File: config.mk
export PLATFORM = sky130hd
export DESIGN_NAME = cmsdk_mcu_pin_mux_cfg
export DESIGN_NICKNAME = d
export VERILOG_FILES = /design/src/rtl/cmsdk_mcu_pin_mux_cfg.sv
export SDC_FILE = /design/constraint.sdc
export NUM_CORES = 1
export LEC_CHECK = 0
export CAP_MARGIN = 30
export CORE_MARGIN = 2
export CORE_UTILIZATION = 51
export DETAILED_ROUTE_END_ITERATION = 6
export HOLD_SLACK_MARGIN = 0.08
export MAX_ROUTING_LAYER = met4
export PLACE_DENSITY_LB_ADDON = 0.15
export SLEW_MARGIN = 20
export SYNTH_ARGS = -nofsm -noshare
export SYNTH_HDL_FRONTEND = slang
export SYNTH_SLANG_ARGS = --single-unit
File: constraint.sdc
create_clock -name HCLK -period 10.8 [get_ports HCLK]
set_input_delay 1.08 -clock HCLK [delete_from_list [all_inputs] [get_ports HCLK]]
set_output_delay 1.08 -clock HCLK [all_outputs]
set_load 0.1 [all_outputs]
File: src/rtl/cmsdk_mcu_pin_mux_cfg.sv
`default_nettype none
// +--------------------------------------------------------------------------+
// | cmsdk_mcu_pin_mux_cfg : per-port pin mux, filtered input path and         |
// | break-before-make output switching.                        Rev 1.0        |
// +--------------------------------------------------------------------------+
module cmsdk_mcu_pin_mux_cfg #(
  parameter int PIN_WIDTH   = 16,
  parameter int NUM_ALT     = 3,
  parameter int SYNC_STAGES = 2,
  parameter int FILT_CYCLES = 3,
  parameter int BBM_CYCLES  = 2
) (
  input  logic                           HCLK,
  input  logic                           HRESET,
  input  logic [2*PIN_WIDTH-1:0]         func_sel,
  input  logic [PIN_WIDTH-1:0]           gpio_out,
  input  logic [PIN_WIDTH-1:0]           gpio_outen,
  input  logic [NUM_ALT*PIN_WIDTH-1:0]   alt_out,
  input  logic [NUM_ALT*PIN_WIDTH-1:0]   alt_outen,
  output logic [PIN_WIDTH-1:0]           pin_in,
  output logic [PIN_WIDTH-1:0]           pin_rise,
  output logic [PIN_WIDTH-1:0]           pin_fall,
  output logic [PIN_WIDTH-1:0]           bbm_busy,
  input  logic [PIN_WIDTH-1:0]           pad_in,
  output logic [PIN_WIDTH-1:0]           pad_out,
  output logic [PIN_WIDTH-1:0]           pad_oe
);

  localparam int MAX_CNT = (FILT_CYCLES > BBM_CYCLES) ? FILT_CYCLES : BBM_CYCLES;
  localparam int CNT_W   = (MAX_CNT < 1) ? 1 : $clog2(MAX_CNT + 1);
  localparam logic [CNT_W-1:0] BBM_LOAD = (BBM_CYCLES > 0) ? CNT_W'(BBM_CYCLES - 1) : '0;

  typedef enum logic {
    ST_RUN = 1'b0,
    ST_BBM = 1'b1
  } bbm_state_e;

  logic [PIN_WIDTH-1:0] pin_lvl;
  logic [PIN_WIDTH-1:0] pin_prev_q;
  logic [PIN_WIDTH-1:0] rise_q;
  logic [PIN_WIDTH-1:0] fall_q;

  // Previous level resets to the pull-up value so reset release makes no edge.
  always_ff @(posedge HCLK or posedge HRESET) begin
    if (HRESET) begin
      pin_prev_q <= '1;
      rise_q     <= '0;
      fall_q     <= '0;
    end else begin
      pin_prev_q <= pin_lvl;
      rise_q     <= pin_lvl & ~pin_prev_q;
      fall_q     <= ~pin_lvl & pin_prev_q;
    end
  end

  assign pin_in   = pin_lvl;
  assign pin_rise = rise_q;
  assign pin_fall = fall_q;

  for (genvar i = 0; i < PIN_WIDTH; i++) begin : g_pin
    logic [SYNC_STAGES-1:0] sync_q;
    logic                   sync_lvl;

    always_ff @(posedge HCLK or posedge HRESET) begin
      if (HRESET) sync_q <= '1;
      else        sync_q <= {sync_q[SYNC_STAGES-2:0], pad_in[i]};
    end

    assign sync_lvl = sync_q[SYNC_STAGES-1];

    if (FILT_CYCLES == 0) begin : g_nofilt
      assign pin_lvl[i] = sync_lvl;
    end else begin : g_filt
      localparam logic [CNT_W-1:0] FILT_LAST = CNT_W'(FILT_CYCLES - 1);
      logic             filt_q, filt_d;
      logic [CNT_W-1:0] fcnt_q, fcnt_d;

      // Counter restarts on the accepting edge so the next change needs a full run.
      always_comb begin
        filt_d = filt_q;
        fcnt_d = '0;
        if (sync_lvl != filt_q) begin
          if (fcnt_q == FILT_LAST) filt_d = sync_lvl;
          else                     fcnt_d = fcnt_q + 1'b1;
        end
      end

      always_ff @(posedge HCLK or posedge HRESET) begin
        if (HRESET) begin
          filt_q <= 1'b1;
          fcnt_q <= '0;
        end else begin
          filt_q <= filt_d;
          fcnt_q <= fcnt_d;
        end
      end

      assign pin_lvl[i] = filt_q;
    end

    logic [3:0] fn_out;
    logic [3:0] fn_oe;
    logic [1:0] sel;

    assign sel       = func_sel[2*i +: 2];
    assign fn_out[0] = gpio_out[i];
    assign fn_oe[0]  = gpio_outen[i];

    for (genvar k = 1; k < 4; k++) begin : g_fn
      if (k <= NUM_ALT) begin : g_alt
        assign fn_out[k] = alt_out[(k-1)*PIN_WIDTH + i];
        assign fn_oe[k]  = alt_outen[(k-1)*PIN_WIDTH + i];
      end else begin : g_park
        assign fn_out[k] = 1'b0;
        assign fn_oe[k]  = 1'b0;
      end
    end

    bbm_state_e       state_q, state_d;
    logic [1:0]       active_q, active_d;
    logic [1:0]       target_q, target_d;
    logic [CNT_W-1:0] bcnt_q, bcnt_d;
    logic             out_q, out_d;
    logic             oe_q, oe_d;

    always_comb begin
      state_d  = state_q;
      active_d = active_q;
      target_d = target_q;
      bcnt_d   = bcnt_q;
      out_d    = out_q;
      oe_d     = oe_q;
      case (state_q)
        ST_RUN: begin
          out_d = fn_out[active_q];
          oe_d  = fn_oe[active_q];
          if (sel != active_q) begin
            if (BBM_CYCLES == 0) begin
              active_d = sel;
            end else begin
              state_d  = ST_BBM;
              target_d = sel;
              bcnt_d   = BBM_LOAD;
              out_d    = out_q;
              oe_d     = 1'b0;
            end
          end
        end
        ST_BBM: begin
          oe_d = 1'b0;
          // A new code mid-gap restarts the full gap for the new target.
          if (sel != target_q) begin
            target_d = sel;
            bcnt_d   = BBM_LOAD;
          end else if (bcnt_q == '0) begin
            active_d = target_q;
            state_d  = ST_RUN;
          end else begin
            bcnt_d = bcnt_q - 1'b1;
          end
        end
        default: state_d = ST_RUN;
      endcase
    end

    always_ff @(posedge HCLK or posedge HRESET) begin
      if (HRESET) begin
        state_q  <= ST_RUN;
        active_q <= 2'd0;
        target_q <= 2'd0;
        bcnt_q   <= '0;
        out_q    <= 1'b0;
        oe_q     <= 1'b0;
      end else begin
        state_q  <= state_d;
        active_q <= active_d;
        target_q <= target_d;
        bcnt_q   <= bcnt_d;
        out_q    <= out_d;
        oe_q     <= oe_d;
      end
    end

    assign pad_out[i]  = out_q;
    assign pad_oe[i]   = oe_q;
    assign bbm_busy[i] = (state_q == ST_BBM);
  end

endmodule
`default_nettype wire

==> flow_summary.toml <==
[setup_path]
cp_num_cells = 1
worstPathArrival_ps = 2270
worstSetupEndpointType = "output pin"
startpoint = "g_pin[3].g_filt.filt_q"
slowest_delay_ps = 1150
cp_top_family = "buffers and inverters"
path_buf_inv = 1
crit_chain = "clkdlybuf4s50_1"
crit_type = "reg -> out"
worstRegToRegCells = 5
crit_path_top_delay_cell = "clkdlybuf4s50_1"
timing.rr.end = "g_pin[3].active_q[0]"
ff2ff_setup_slack_ps = 9250
cp-endpoint = "pin_in[3]"
required_ps = 9720
r2r-start = "g_pin[3].bcnt_q[0]"
start_kind = "register"
worstPathMaxFanout = 6

[clocking]
clockBufferDepth = 3
postCtsHoldBufs = 0
numCtsBuffers = 29
clkTransAtPathRegs_ps = 60
clock-sinks = 272
cts_tree = "built"
cts-resized-gates = 0
insertion_delay_ps = 520
htreeDepth = 1
postCtsSetupRepairBufs = 0
cts_root_buffer = "clkbuf_16"

[drt]
ant_nets = 0
dr_wl_met3_mm = 1.37
dr.max_layer_used = "met4"
drt_iter0_markers = 172
drt_wl_total_mm = 21.4
via_per_inst = 5.07
drc = 0
dr_wl_met2_mm = 11.0
drtPass1Iterations = 4
met1_length_mm = 8.78
num_vias = 7452
drt-wirelength-per-cell_um = 14.6

[logic_synthesis]
synth_nets = 1073
synth_seq_cells = 272
synth_edf_count = 0
synth_cells = 879
async_flop_share = 1.00
yosysTopAreaCell = "dfrtp_1"
synth_area_leaders = "dfrtp_1, dfstp_2, mux2_2"
synthesis.area_um2 = 12200
yosys_warnings = 0
synthDistinctLibCells = 29
synth_top_area_frac = 0.427
ys_seq_area_frac = 0.565
ys.flop_type = "dfrtp_1"
syn_area_per_cell_um2 = 13.9

[timing]
rsz0062_at_grt = "false"
min_period_ps = 3350
tightest_slew_ps = 1010
finClkSkew_ps = 7.23
drv_slew = 0
fmax_mhz = 298
hold_violations = 0
fin_crit_sh = 0.310
setup_viol = 0
setup-tns-final_ps = 0
relSlewSlack = 0.324

[floorplanning]
start_util = 0.519
die_w_um = 159
dieArea_um2 = 25100
row_count = 56
die_h_um = 159
coreArea_um2 = 23500
num_io_pins = 274

[global_routing]
grt_use_total = 0.177
grt_overflow_total = 0
grt_pass1_vias = 7511
antenna_found_initial = 1
grt_max_degree = 103
grt_pass1_wl_mm = 35.3

[placed_design]
globalplace.congestion = 0.755
portBuffers = 273
dp.final_hpwl_mm = 15.8

[layout]
layout_common_cells = "clkdlybuf4s50_1, dfrtp_1, mux2_2"
fill_cells = 1717
nets = 1321
layout_commonest_cell = "clkdlybuf4s50_1"
area_delta_synth_final_pct = 31.1
drive_above_1_share = 0.240

[power]
powerDensity_nw_per_um2 = 306
power_mw = 4.89
ir_drop_v = 0.000274
p_leak_nw = 6.77

[hold_path]
hp-class = "reg -> reg"

[status]
status = "complete, no violations"

[job]
max-cap-violations = 0
-- power breakdown --
group / internal (mW) / switching (mW) / leakage (nW)
combinational: 0.768 / 1.46 / 3.09
sequential: 1.41 / 0.299 / 3.22
clock: 0.582 / 0.377 / 0.461
total: 2.76 / 2.13 / 6.77
-- final cells by class --
class | count | area (um^2) | share of cell area
inverter | 46 | 180 | 0.0113
timing repair buffer | 281 | 2910 | 0.182
clock inverter | 9 | 100 | 0.00627
clock buffer | 44 | 842 | 0.0527
antenna | 2 | 5.00 | 0.000313
multi-input combinational | 497 | 4650 | 0.291
sequential | 272 | 6890 | 0.431
tap | 319 | 399 | 0.0250
-- cells by family after synthesis --
group | share of synthesized area
simple gates | 0.124
buf+inv | 0.0536
mux | 0.148
fa+ha+maj | 0.0164
xor+xnor | 0.0587
flops | 0.565
compound gates | 0.0339
-- routing by layer --
| layer | vias up | global-route usage |
|---|---|---|
| li1 | 3558 | - |
| met1 | 3688 | 0.216 |
| met2 | 182 | 0.306 |
| met3 | 24 | 0.0357 |
| met4 | 0 | 0.0399 |
| met5 | - | - |
-- how the worst min path moves through the flow --
stage,start,to,cells after the start
after global placement,g_pin[4].sync_q[0],g_pin[4].sync_q[1],0
after floorplan,g_pin[0].sync_q[0],g_pin[0].sync_q[1],0
after detailed placement,g_pin[2].sync_q[0],g_pin[2].sync_q[1],0
final,g_pin[11].sync_q[0],g_pin[11].sync_q[1],0
after global routing,g_pin[11].sync_q[0],g_pin[11].sync_q[1],0
after CTS,g_pin[11].sync_q[0],g_pin[11].sync_q[1],0
-- cell usage after synthesis, types with 16 or more instances --
master and number:
a211o_1 16, nor3b_1 17, xor2_1 62, nor3_4 17
nand2_1 28, xnor2_1 16, inv_1 46, nor4_1 16
buf_4 64, nor3_1 19, o31ai_1 20, dfrtp_1 208
dfstp_2 64, ha_1 16, nor2b_1 48, mux2_2 93
mux4_2 30, nor2_1 29
-- state kept, by name, summed over array words and instances, names as in the netlist --
name	cells
g_pin.state_q	16
g_pin.active_q	32
g_pin.out_q	16
g_pin.g_filt.filt_q	16
pin_rise	16
g_pin.bcnt_q	32
pin_fall	16
g_pin.oe_q	16
g_pin.sync_q	32
pin_prev_q	16
g_pin.target_q	32
g_pin.g_filt.fcnt_q	32
-- through the flow --
stage / utilization / setup slack [ps] / instance area [um^2] / cells / hold WS [ps]
finish: 0.680 / 7450 / 16000 / 1470 / 348
global route: 0.680 / 7380 / 16000 / 1469 / 352
CTS: 0.679 / 7420 / 15900 / 1467 / 353
detailed placement: 0.639 / 7810 / 15000 / 1414 / 347
global placement: 0.633 / 7530 / 14900 / 1409 / 345
floorplan: - / 2330 / 12200 / 879 / 345
Note: power is estimated with default switching activity, not from simulation.
